$ cat src/rtl/usr_access_pkg.sv
// Shared types for the USR_ACCESS timestamp capture: FSM states, field bit map
// of the configuration word and the decoded-field struct.
package usr_access_pkg;

  typedef enum logic [1:0] {
    IDLE   = 2'd0,
    SETTLE = 2'd1,
    CHECK  = 2'd2,
    DONE   = 2'd3
  } state_t;

  localparam int DAY_LSB   = 27;
  localparam int DAY_W     = 5;
  localparam int MONTH_LSB = 23;
  localparam int MONTH_W   = 4;
  localparam int YEAR_LSB  = 17;
  localparam int YEAR_W    = 6;
  localparam int HOUR_LSB  = 12;
  localparam int HOUR_W    = 5;
  localparam int MIN_LSB   = 6;
  localparam int MIN_W     = 6;
  localparam int SEC_LSB   = 0;
  localparam int SEC_W     = 6;
  localparam int YEAR_OUT_W = 12;

  typedef struct packed {
    logic [DAY_W-1:0]      day;
    logic [MONTH_W-1:0]    month;
    logic [YEAR_OUT_W-1:0] year;
    logic [HOUR_W-1:0]     hour;
    logic [MIN_W-1:0]      min;
    logic [SEC_W-1:0]      sec;
  } ts_fields_t;

  // The 6-bit year field is an offset from year_base; 12 bits cannot overflow.
  function automatic ts_fields_t decode_ts(input logic [31:0] word,
                                           input logic [YEAR_OUT_W-1:0] year_base);
    ts_fields_t f;
    f.day   = word[DAY_LSB   +: DAY_W];
    f.month = word[MONTH_LSB +: MONTH_W];
    f.year  = year_base + {{(YEAR_OUT_W-YEAR_W){1'b0}}, word[YEAR_LSB +: YEAR_W]};
    f.hour  = word[HOUR_LSB  +: HOUR_W];
    f.min   = word[MIN_LSB   +: MIN_W];
    f.sec   = word[SEC_LSB   +: SEC_W];
    return f;
  endfunction

endpackage

$ cat src/rtl/usr_access_sync.sv
// Multi-flop bit synchroniser for DATAVALID, cleared to 0 by asynchronous
// active-low reset.
module usr_access_sync #(
  parameter int STAGES = 2
) (
  input  logic clk,
  input  logic rst_n,
  input  logic i_d,
  output logic o_q
);

  logic [STAGES-1:0] r_sync;

  always_ff @(posedge clk or negedge rst_n) begin
    if (!rst_n) begin
      r_sync <= '0;
    end else begin
      r_sync <= {r_sync[STAGES-2:0], i_d};
    end
  end

  assign o_q = r_sync[STAGES-1];

endmodule

$ cat src/rtl/usr_access_capture.sv
// Captures the USR_ACCESS word once DATAVALID is synchronised and DATA is stable,
// then holds the decoded build timestamp. Define USR_ACCESS_RANGE_CHECK_EN to
// range-check the fields and drive ts_error; otherwise every word is accepted.
module usr_access_capture
  import usr_access_pkg::*;
#(
  parameter int SYNC_STAGES   = 2,
  parameter int STABLE_CYCLES = 4,
  parameter int YEAR_BASE     = 2000
) (
  input  logic        clk,
  input  logic        rst_n,
  input  logic [31:0] usr_data,
  input  logic        usr_datavalid,
  input  logic        refresh,
  output logic [31:0] ts_raw,
  output logic [4:0]  ts_day,
  output logic [3:0]  ts_month,
  output logic [11:0] ts_year,
  output logic [4:0]  ts_hour,
  output logic [5:0]  ts_min,
  output logic [5:0]  ts_sec,
  output logic        ts_valid,
  output logic        ts_error,
  output logic        ts_update
);

  localparam logic [7:0]            STABLE_CNT  = 8'(STABLE_CYCLES);
  localparam logic [YEAR_OUT_W-1:0] YEAR_BASE_W = YEAR_OUT_W'(YEAR_BASE);

  state_t      r_state;
  state_t      w_next;
  logic        w_vsync;
  logic        w_match;
  logic        w_hold_load;
  logic        w_cnt_inc;
  logic        w_publish;
  logic        w_clear;
  logic        w_pass;
  logic [31:0] r_hold;
  logic [31:0] r_raw;
  logic [7:0]  r_cnt;
  ts_fields_t  w_dec;
  ts_fields_t  r_fields;
  logic        r_valid;
  logic        r_update;

  usr_access_sync #(
    .STAGES(SYNC_STAGES)
  ) u_sync (
    .clk  (clk),
    .rst_n(rst_n),
    .i_d  (usr_datavalid),
    .o_q  (w_vsync)
  );

  assign w_match = (usr_data == r_hold);
  assign w_dec   = decode_ts(r_hold, YEAR_BASE_W);

  always_ff @(posedge clk or negedge rst_n) begin
    if (!rst_n) begin
      r_state <= IDLE;
    end else begin
      r_state <= w_next;
    end
  end

  always_comb begin
    w_next = r_state;
    case (r_state)
      IDLE:   if (w_vsync) w_next = SETTLE;
      SETTLE: begin
        if (!w_vsync) begin
          w_next = IDLE;
        end else if (w_match && (r_cnt >= STABLE_CNT)) begin
          w_next = CHECK;
        end
      end
      // A refresh arriving as the result would be published discards it.
      CHECK:  w_next = refresh ? IDLE : DONE;
      DONE:   if (refresh) w_next = IDLE;
      default: w_next = IDLE;
    endcase
  end

  always_comb begin
    w_hold_load = 1'b0;
    w_cnt_inc   = 1'b0;
    w_publish   = 1'b0;
    w_clear     = 1'b0;
    case (r_state)
      IDLE:   w_hold_load = w_vsync;
      SETTLE: begin
        if (w_vsync) begin
          w_hold_load = !w_match;
          w_cnt_inc   = w_match;
        end
      end
      CHECK:  w_publish = !refresh;
      DONE:   w_clear   = refresh;
      default: ;
    endcase
  end

  // Debounce: every change of DATA reloads the hold word and restarts the count.
  always_ff @(posedge clk or negedge rst_n) begin
    if (!rst_n) begin
      r_hold <= '0;
      r_cnt  <= '0;
    end else if (w_hold_load) begin
      r_hold <= usr_data;
      r_cnt  <= 8'd1;
    end else if (w_cnt_inc && (r_cnt != 8'hFF)) begin
      r_cnt  <= r_cnt + 8'd1;
    end
  end

  always_ff @(posedge clk or negedge rst_n) begin
    if (!rst_n) begin
      r_raw    <= '0;
      r_fields <= '0;
      r_valid  <= 1'b0;
      r_update <= 1'b0;
    end else begin
      r_update <= w_publish;
      if (w_publish) begin
        r_raw    <= r_hold;
        r_fields <= w_dec;
        r_valid  <= w_pass;
      end else if (w_clear) begin
        r_valid  <= 1'b0;
      end
    end
  end

`ifdef USR_ACCESS_RANGE_CHECK_EN
  logic r_error;

  assign w_pass = (w_dec.day != '0) && (w_dec.month != '0) && (w_dec.month <= 4'd12) &&
                  (w_dec.hour <= 5'd23) && (w_dec.min <= 6'd59) && (w_dec.sec <= 6'd59);

  always_ff @(posedge clk or negedge rst_n) begin
    if (!rst_n) begin
      r_error <= 1'b0;
    end else if (w_publish) begin
      r_error <= !w_pass;
    end else if (w_clear) begin
      r_error <= 1'b0;
    end
  end

  assign ts_error = r_error;
`else
  assign w_pass   = 1'b1;
  assign ts_error = 1'b0;
`endif

  assign ts_raw    = r_raw;
  assign ts_day    = r_fields.day;
  assign ts_month  = r_fields.month;
  assign ts_year   = r_fields.year;
  assign ts_hour   = r_fields.hour;
  assign ts_min    = r_fields.min;
  assign ts_sec    = r_fields.sec;
  assign ts_valid  = r_valid;
  assign ts_update = r_update;

endmodule

$ cat config.mk
export PLATFORM = sky130hd
export DESIGN_NAME = usr_access_capture
export DESIGN_NICKNAME = d
export VERILOG_FILES = /design/src/rtl/usr_access_pkg.sv /design/src/rtl/usr_access_sync.sv /design/src/rtl/usr_access_capture.sv
export SDC_FILE = /design/constraint.sdc
export NUM_CORES = 1
export LEC_CHECK = 0
export BUFFER_PORTS_ARGS = -buffer_cell sky130_fd_sc_hd__buf_2
export CAP_MARGIN = 25
export CORE_MARGIN = 5
export CORE_UTILIZATION = 31
export CTS_CLUSTER_DIAMETER = 60
export DETAILED_ROUTE_END_ITERATION = 10
export SETUP_SLACK_MARGIN = 0.02
export SLEW_MARGIN = 20
export SYNTH_ARGS = -nofsm -noshare
export SYNTH_HDL_FRONTEND = slang
export SYNTH_HIERARCHICAL = 1
export SYNTH_SLANG_ARGS = --single-unit
export TNS_END_PERCENT = 10
$ cat constraint.sdc
create_clock -name clk -period 2.35 [get_ports clk]
set_input_delay 0.47 -clock clk [delete_from_list [all_inputs] [get_ports clk]]
set_output_delay 0.47 -clock clk [all_outputs]
set_load 0.005 [all_outputs]
# == After elaboration in Yosys (flattened, before gate mapping) ==
# Index checks and enable logic that the tools add are counted.
# Widths: inputs -> output; s select.
# totals
reg_bits,116
# classes
addsub,2
magnitude_cmp,1
n_eq_ne,8
mux,16
n_reduce_logical,8
# op_table
op,count
$eq 32x32->1,1
$mux 8,2
$add 11x6->12 const A,1
$mux 2,5
$add 8x1->8 const B,1
$ge 8x3->1 const B,1
$ne 8x8->1 const B,1
$pmux 2 s4,1
$mux 1,7
$eq 2x2->1 const B,2
$reduce_bool 2->1,2
$ne 3x3->1 const B,1
$reduce_and 3->1,1
$eq 2x1->1 const B,1
$logic_and 1x1->1,2
$logic_not 1->1,2
$logic_not 2->1,1
$ne 2x1->1 const B,1
$ne 2x2->1 const B,1
$pmux 1 s2,1

# == Depth between registers and ports, before layout ==
# Gate-level depths: netlist of the first run.
# depth
ltp_word,6
ltp_mapped,9
ltp_nobuf,7

# == Cells and area by module ==
# The synthesis of the first run kept the hierarchy.
# modules_own_cells
mod,instances,cells_per_inst,area_each_um2,seq_area_each_um2
usr_access_capture,1,363,3935.0,2001.9
usr_access_sync,1,2,50.0,50.0

# == Worst setup path before layout of the first run ==
# No wires, ideal clock.
# synth_timing
path_type,input-to-reg
from,in usr_data[19]
to,reg r_hold[10]
setup_time_ns,0.125
arrival_time_ns,2.170
path_slack_ns,0.055
stages,9
path_buffers,3
cell_sequence,xor2_1 nor4_1 nand4_1 or3_1 buf_2 and2_4 buf_6 buf_6 mux2_4
# synth_between
elab_chain_cells,4
# synth_lines
element,line_no,text
start: declaration,usr_access_capture.sv:13,"input logic [31:0] usr_data,"
$eq 32x32->1,usr_access_capture.sv:57,assign w_match = (usr_data == r_hold);
$logic_not 1->1,usr_access_capture.sv:95,w_hold_load = !w_match;
$mux 1,usr_access_capture.sv:94,if (w_vsync) begin
$pmux 1 s2,usr_access_capture.sv:91,case (r_state)
end signal: assignment,usr_access_capture.sv:111,r_hold <= usr_data;
end: declaration,usr_access_capture.sv:40,logic [31:0] r_hold;
# Every way passes these cells.
# A chain may end at the register's enable or synchronous reset.

# == Worst setup path after layout of the first run ==
# layout_timing
from,reg r_hold[24]
to,reg r_cnt[4]
# layout_between
elab_chain_cells,5
word_cells_on_any_way,9
classes_between,eq/ne: 1; mux: 5; reduce/logical: 3
# layout_lines
element,line_no,text
$eq 32x32->1 (*),usr_access_capture.sv:57,
$logic_not 1->1 or $mux 1 (tied branches),"usr_access_capture.sv:95, usr_access_capture.sv:94",
"$mux 1, on equally long branches","usr_access_capture.sv:94, usr_access_capture.sv:91",
$pmux 1 s2 or $logic_and 1x1->1 (tied branches),"usr_access_capture.sv:91, usr_access_capture.sv:113",
$mux 8 or $reduce_bool 2->1 (tied branches),--,
end signal: assignment,usr_access_capture.sv:114,r_cnt <= r_cnt + 8'd1;
end: declaration,usr_access_capture.sv:42,logic [7:0] r_cnt;
# Every way passes the cells marked *; elsewhere a longest branch is shown, timed or not.

==> results of run 1 <==
==> metrics by stage <==
| stage | cell area, µm² | hold WS [ns] | instances | TNS (ns) |
|---|---|---|---|---|
| floorplan | 3985 | 0.1744 | 365 | 0 |
| global placement | 4481 | 0.3330 | 608 | -12.19 |
| detailed placement | 4481 | 0.3395 | 608 | -10.66 |
| CTS | 4860 | 0.1308 | 625 | 0 |
| global route | 4926 | 0.1595 | 630 | -0.6623 |
| finish | 4928 | 0.1148 | 631 | 0 |
==> logic make-up (layout without fill, tap and decap cells) <==
| family | Yosys count | count (layout) | share of synthesized area [%] |
|---|---|---|---|
| AO/OA/AOI/OAI | 18 | 18 | 2.983 |
| adder cells (fa/ha/maj) | 3 | 3 | 0.9420 |
| other | 1 | 2 | 0.09410 |
| flip-flops | 82 | 82 | 51.49 |
| multiplexers | 37 | 37 | 13.03 |
| buffers and inverters | 51 | 141 | 9.325 |
| XOR/XNOR | 32 | 32 | 7.033 |
| AND/OR/NAND/NOR | 141 | 144 | 15.10 |
==> flip-flops by register name, indices dropped and copies added, names as in the netlist <==
| register | flops |
|---|---|
| r_state | 2 |
| ts_valid | 1 |
| ts_year | 4 |
| ts_update | 1 |
| ts_raw | 32 |
| u_sync/r_sync | 2 |
| r_hold | 32 |
| r_cnt | 8 |
==> power groups by stage <==
stage               clock network (W)  registers (W)  logic (W)
finish                        0.00161        0.00153   0.000305
global route                  0.00173        0.00154   0.000335
CTS                           0.00166        0.00153   0.000304
detailed placement                  0        0.00156   0.000293
global placement                    0        0.00155   0.000284
floorplan                           0        0.00154   0.000182
==> worst max-delay path, cell delays in order (launching register included) <==
cell and delay (ns):
dfrtp_1 0.41, xor2_1 0.17, nor4_2 0.34, buf_4 0.17, nand3_2 0.06, or3_4 0.44, buf_8 0.16, mux2_2 0.27
a21o_1 0.16
==> cells in the final DEF (no fill, tap or decap), drive strengths merged <==
master / n
or2: 1
conb: 1
a31oi: 1
and4: 1
diode: 1
buf: 121
clkbuf: 10
a21bo: 1
or3: 2
a311oi: 1
a21boi: 1
ha: 3
nand3: 4
a21oi: 3
clkinv: 5
dfrtp: 82
bufinv: 3
nand4: 4
nor2b: 2
o21bai: 1
xnor2: 1
nor4: 8
a21o: 4
and3: 2
inv: 2
xor2: 31
nand2: 108
mux2i: 2
nand2b: 2
mux2: 35
and2: 4
nor3: 4
o2bb2ai: 1
o21ai: 5
nor2: 2
==> layer usage <==
metal	up-vias	routed length, µm
met4	2	281
met2	86	4402
met5	-	13
met3	20	608
met1	1337	4212
li1	1340	-
==> timing repair <==
item,4_1_cts,5_1_grt
gates resized for setup,6,5
endpoints found under the hold margin,0,0
endpoints found under the setup margin,38,39
pin swaps,4,9
setup buffers,0,2
gates cloned,1,3
==> area by class of cell <==
type | count | area (µm²) | share of cell area [%]
multi-input cells | 235 | 1617 | 32.80
flip-flops and latches | 82 | 2052 | 41.63
repair buffers | 122 | 688.2 | 13.96
clock buffers | 9 | 225.2 | 4.570
diodes | 1 | 2.502 | 0.05077
clock inverters | 7 | 117.6 | 2.386
well taps | 172 | 215.2 | 4.367
inverters | 3 | 11.26 | 0.2285
==> path summary, 6_finish.rpt <==
check	to	cells past startpoint	start
setup / recovery	r_cnt[4]	8	r_hold[24]
max in group asynchronous	r_cnt[7]	2	rst_n
setup reg to reg	r_cnt[4]	8	r_hold[24]
hold reg to reg	u_sync/r_sync[1]	0	u_sync/r_sync[0]
hold / removal	ts_raw[24]	1	rst_n
min in group clk	u_sync/r_sync[0]	1	usr_datavalid
==> out/results.tsv, run 1 <==
metric	value	unit
p_seq_share	44.4	%
yosys-top-cells-area	dfrtp_1 51%, mux2_4 11%, nand2_1 10%	
use_met2	20.29	%
ff2ff_setup_slack	0.05	ns
fin_skew	0.006419	ns
place.gp.congestion	0.7647	
nFillCells	1266	
drive_above_1_share	40.17	%
portBuffers	107	
dpl.hpwl	6714	µm
die_h	123.4	µm
cts_tree	done	
io_pins	109	
grt_pass1_vias	2784	
ant_nets	0	
drt_pass1_iterations	4	
drt_iter0_drc	142	
yosysWarnings	6	
syn_to_final_growth	23.67	%
die_x	123.4	µm
status	finished, final reports clean	
finalCritPeriodShare	97.96	%
p_int	0.002673	W
fin_crit	2.302	ns
setup_viol	0	
gr-total-overflow	0	
track_usage	12.90	%
yosys.area.top_type	dfrtp_1	
drc	0	
met3_usage	3.705	%
nets	492	
tightest_slew	0.6223	ns
finalWorstSetupSlack	0.04803	ns
initial_core_util	31.58	%
routed_wl	9518	µm
required	2.58	ns
postCtsHoldBufs	0	
ys_ff_latch	82	
end_kind	flip-flop	
num_vias	2785	
synth_area	0.003985	mm²
clk_latency	0.34	ns
grt_util_met1	16.42	%
routed_via_density	4.414	
grt_start_max_net_pins	44	
setup.worst_path.start_class	flip-flop	
post-place-ws	-0.3035	ns
synth_top_area_share	51.49	%
synth_cell_types	38	
top_usage_layer	met2	
synth_common_cells	108 x nand2_1, 82 x dfrtp_1, 35 x buf_4	
report.final.slew_viol_count	0	
synthArstFlopShare	100.0	%
finalPower	0.003449	W
worstPathMaxFanout	7	
antenna_found_initial	1	
ys_seq_area_share	51.49	%
p_leak	2.724	nW
cts_num_sinks	82	
max_freq	434.4	MHz
wl_per_cell	15.08	µm
worstPathArrival	2.53	ns
final_core_utilization	39.05	%
synth_top_flop_cell	dfrtp_1	
max-slew-margin-rel	58.43	%
rsz0062_at_grt	yes	
p_comb_share	8.8	%
clockBufferDepth	2	
clk_transition_reported_paths	0.06	ns
drv_cap	0	
cts-root-buf	clkbuf_16	
yosysMostFrequentCell	nand2_1	
syn_nets	404	
fp.dieArea	0.01522	mm²
synth_edf_count	0	
postSynthAreaPerCell	10.92	µm²
timing_hold_violations_final	0	
powerDensity	699.8	mW/mm²
clock_power_share	46.8	%
power_switching	0.0007762	W
num_rows	41	
htreeDepth	3	
synthCells	365	
ir_drop	0.2760	mV
switching_share	22.51	%
critPathKind	flip-flop to flip-flop	
grt_pass1_wl	14750	µm
cts_inserted_buffers	9	
hold_class	input pin to async pin	
design.core.area	0.01262	mm²
(Power assumes the default switching activity.)
==> run 2, diff against run 1 <==
Settings changed: BUFFER_PORTS_ARGS -buffer_cell sky130_fd_sc_hd__buf_2 to default, DONT_BUFFER_PORTS from default to 1, SETUP_SLACK_MARGIN 0.02 to default.
==> out/results.tsv, run 2 (synthesis gave the netlist of run 1 again) <==
metric	value	unit
design.core.area	0.01262	mm²
cts_num_sinks	82	
cts_tree	done	
drive_above_1_share	20.29	%
hold_class	input pin to async pin	
nets	379	
setup.worst_path.start_class	flip-flop	
clk_latency	0.34	ns
die_x	123.4	µm
powerDensity	765.3	mW/mm²
place_area	0.003928	mm²
routed_via_density	4.553	
report.final.slew_viol_count	0	
final_area	0.004297	mm²
clock_power_share	46.7	%
antenna_found_initial	0	
failed_checks	hold timing	
num_vias	2354	
io_pins	109	
finalWorstSetupSlack	0.08081	ns
fin_skew	0.008172	ns
clockBufferDepth	2	
grt_pass1_vias	2538	
hold_slack	-0.1777	ns
p_comb_share	6.9	%
setup_viol	0	
drv_cap	0	
rsz0062_at_grt	yes	
status	finished with violations	
final_cell_mix	108 x nand2_1, 82 x dfrtp_1, 31 x xor2_1	
drt_pass1_iterations	4	
finalCritPeriodShare	96.56	%
ant_nets	0	
post-place-ws	-0.1293	ns
fin_crit	2.269	ns
max_freq	440.7	MHz
htreeDepth	3	
wl_per_cell	16.89	µm
syn_to_final_growth	7.818	%
clk_transition_reported_paths	0.07	ns
cts-root-buf	clkbuf_16	
worstPathMaxFanout	17	
gr-total-overflow	0	
cts_inserted_buffers	9	
drt_iter0_drc	79	
p_seq_share	46.4	%
initial_core_util	31.58	%
die_h	123.4	µm
grt_start_max_net_pins	83	
required	2.57	ns
ir_drop	0.4550	mV
timing_hold_violations_final	82	
track_usage	12.26	%
grt_pass1_wl	13940	µm
diodes	0	
p_leak	2.124	nW
fp.dieArea	0.01522	mm²
mostFrequentLayoutCell	nand2_1	
routed_wl	8731	µm
dpl.hpwl	6081	µm
drc	0	
p_int	0.002572	W
critPathKind	flip-flop to flip-flop	
end_kind	flip-flop	
portBuffers	0	
num_rows	41	
worstPathArrival	2.49	ns
power_switching	0.0007158	W
place.gp.congestion	0.7072	
switching_share	21.77	%
[run 2: critical path, cell delays in order (launching register included)]
cell     delay [ns]
dfrtp_1        0.41
xor2_1         0.18
nor4_2         0.29
buf_4          0.17
nand4_1        0.08
or3_4          0.40
and2_4         0.28
mux2_4         0.33
[run 2: worst paths after layout]
path	startpoint	to	slack, ns	cells after the start
max	r_hold[4]	r_hold[2]	0.08	7
min	rst_n	ts_raw[23]	-0.18	0
max reg2reg	r_hold[4]	r_hold[2]	0.08	7
min reg2reg	u_sync/r_sync[0]	u_sync/r_sync[1]	0.35	0
max in group asynchronous	rst_n	ts_raw[12]	2.40	0
min in group clk	usr_datavalid	u_sync/r_sync[0]	0.16	0
[run 2: through the flow]
stage                     setup TNS [ns]  instances  total power [W]  utilization [%]
after floorplan                        0        365         0.001722                -
after global placement            -5.139        499         0.001764            31.12
after detailed placement          -4.001        499         0.001769            31.12
after CTS                              0        516         0.003327            33.84
after global routing            -0.02966        517         0.003413            34.05
final                                  0        517         0.003288            34.05
[run 2: timing repair]
item | in CTS | in global routing
hold endpoints to repair | 82 | 82
gates resized for setup | 2 | 4
pin swaps | 1 | 3
setup buffers | 0 | 1
gates cloned | 1 | 0
setup endpoints to repair | 36 | 38
[run 2: cell type report]
cell class,instances,area [µm²]
fill,1299,8323
sequential,82,2052
multi-input combinational,233,1592
clock buffer,10,239.0
tap,172,215.2
timing repair buffer,11,98.84
clock inverter,6,88.84
inverter,3,11.26
[run 2: power by group through the flow]
stage | combinational, W | sequential [W] | clock, W
after floorplan | 0.000182 | 0.00154 | 0
after global placement | 0.000215 | 0.00155 | 0
after detailed placement | 0.000218 | 0.00155 | 0
after CTS | 0.000224 | 0.00153 | 0.00158
after global routing | 0.000245 | 0.00153 | 0.00163
final | 0.000226 | 0.00153 | 0.00154
[run 2: routing by layer]
metal | part of all wire (%) | GRT usage, % | up-vias | routed length, µm
li1 | - | - | 1104 | -
met1 | 40 | 14.27 | 1170 | 3527
met2 | 49 | 20.01 | 68 | 4287
met3 | 8.8 | 5.352 | 12 | 764
met4 | 1.7 | 4.567 | 0 | 152
met5 | 0 | 0 | - | 0
==> run 3, diff against run 2 <==
--- a/constraint.sdc
+++ b/constraint.sdc
@@ -3,2 +3,2 @@
 set_output_delay 0.47 -clock clk [all_outputs]
-set_load 0.005 [all_outputs]
+set_load 0.05 [all_outputs]
==> out/results.tsv, run 3 (synthesis gave the netlist of run 1 again) <==
metric	value	unit
status	finished with violations	
failed_checks	hold timing	
max_freq	441.7	MHz
grt_pass1_wl	13940	µm
stdcell_count	552	
final_cell_mix	108 x nand2_1, 81 x dfrtp_1, 45 x buf_4	
drt_iter0_drc	238	
fin_crit	2.264	ns
die_h	123.4	µm
worstPathMaxFanout	17	
die_x	123.4	µm
clockBufferDepth	2	
drv_cap	0	
initial_core_util	31.58	%
wl_per_cell	16.11	µm
fp.dieArea	0.01522	mm²
cts_inserted_buffers	9	
htreeDepth	3	
mostFrequentLayoutCell	nand2_1	
nets	415	
hold_slack	-0.1741	ns
num_vias	2458	
drc	0	
crit_slowest_cell	dfrtp_1	
required	2.57	ns
post-place-ws	-0.09868	ns
io_pins	109	
portBuffers	0	
fin_skew	0.008017	ns
gr-total-overflow	0	
routed_wl	8892	µm
place.gp.congestion	0.7305	
place_area	0.004192	mm²
finalWorstSetupSlack	0.08586	ns
end_kind	flip-flop	
max_stage_delay	0.39	ns
track_usage	12.34	%
grt_pass1_vias	2532	
cts_num_sinks	82	
path_cells	xor2_1 > nor4_2 > buf_4 > nand4_1 > or3_4 > and2_4 > mux2_4	
drt_pass1_iterations	4	
drive_above_1_share	28.68	%
setup_viol	0	
p_leak	2.305	nW
ant_nets	0	
rsz0062_at_grt	yes	
grt_start_max_net_pins	83	
hold_class	input pin to async pin	
diodes	0	
timing_hold_violations_final	82	
clk_latency	0.34	ns
tns	0	ns
critPathKind	flip-flop to flip-flop	
dpl.hpwl	6203	µm
tightest_slew	0.6783	ns
report.final.slew_viol_count	0	
clk_transition_reported_paths	0.06	ns
finalCritPeriodShare	96.35	%
ir_drop	0.2626	mV
max-slew-margin-rel	55.15	%
ff2ff_setup_slack	0.09	ns
nFillCells	1286	
syn_to_final_growth	14.32	%
powerDensity	688.1	mW/mm²
worstPathArrival	2.49	ns
routed_via_density	4.453	
multi_input_area	0.001613	mm²
final_area	0.004556	mm²
antenna_found_initial	0	
design.core.area	0.01262	mm²
cts_tree	done	
cts-root-buf	clkbuf_16	
setup.worst_path.start_class	flip-flop	
seq_area	0.002053	mm²
dp.cells	534	
num_rows	41	
## run 3: what timing repair did
item,4_1_cts,5_1_grt
resized for setup,4,8
pin swaps,5,5
buffers inserted,0,2
endpoints found under the hold margin,82,82
setup endpoints to repair,34,37
cloned,0,1
## run 3: layout make-up
cell class / count / share of cell area [%]
Clock buffer: 10 / 5.026
Clock inverter: 5 / 1.236
Inverter: 3 / 0.2472
Multi-Input combinational cell: 233 / 35.40
Sequential cell: 82 / 45.07
Tap cell: 172 / 4.724
Timing Repair Buffer: 47 / 8.294
## run 3: final timing paths
check / from / depth (start not counted) / to
worst max register to register: r_hold[22] / 7 / r_hold[17]
worst min-delay path: rst_n / 0 / ts_raw[11]
min in group clk: usr_datavalid / 0 / u_sync/r_sync[0]
worst min register to register: u_sync/r_sync[0] / 0 / u_sync/r_sync[1]
worst max-delay path: r_hold[22] / 7 / r_hold[17]
max in group asynchronous: rst_n / 0 / ts_year[10]
## run 3: where the power goes
part           leakage (nW)  switching [W]  internal [W]
registers              1.06      0.0000542       0.00147
clock network         0.138       0.000552      0.000815
logic                  1.11      0.0000955      0.000147
total                  2.30       0.000702       0.00243
## run 3: worst max-delay path, delay by kind of cell, from the launching register on
| family | cells | cell delay, ns |
|---|---|---|
| flops | 1 | 0.39 |
| buf+inv | 1 | 0.16 |
| simple gates | 4 | 1.07 |
| xor+xnor | 1 | 0.18 |
| mux | 1 | 0.33 |
## run 3: stage by stage
| stage | utilization [%] | total power, W |
|---|---|---|
| floorplan | - | 0.001725 |
| global placement | 33.21 | 0.001777 |
| detailed placement | 33.21 | 0.001783 |
| CTS | 35.65 | 0.003177 |
| global route | 36.10 | 0.003275 |
| finish | 36.10 | 0.003135 |
## run 3: per-layer routing
| layer | vias to the layer above | track usage (%) | part of all wire [%] |
|---|---|---|---|
| met2 | 61 | 19.23 | 48 |
| met5 | - | 0 | 0 |
| met3 | 9 | 5.764 | 9.0 |
| met1 | 1209 | 15.01 | 41 |
| met4 | 0 | 4.360 | 1.5 |
| li1 | 1179 | - | - |
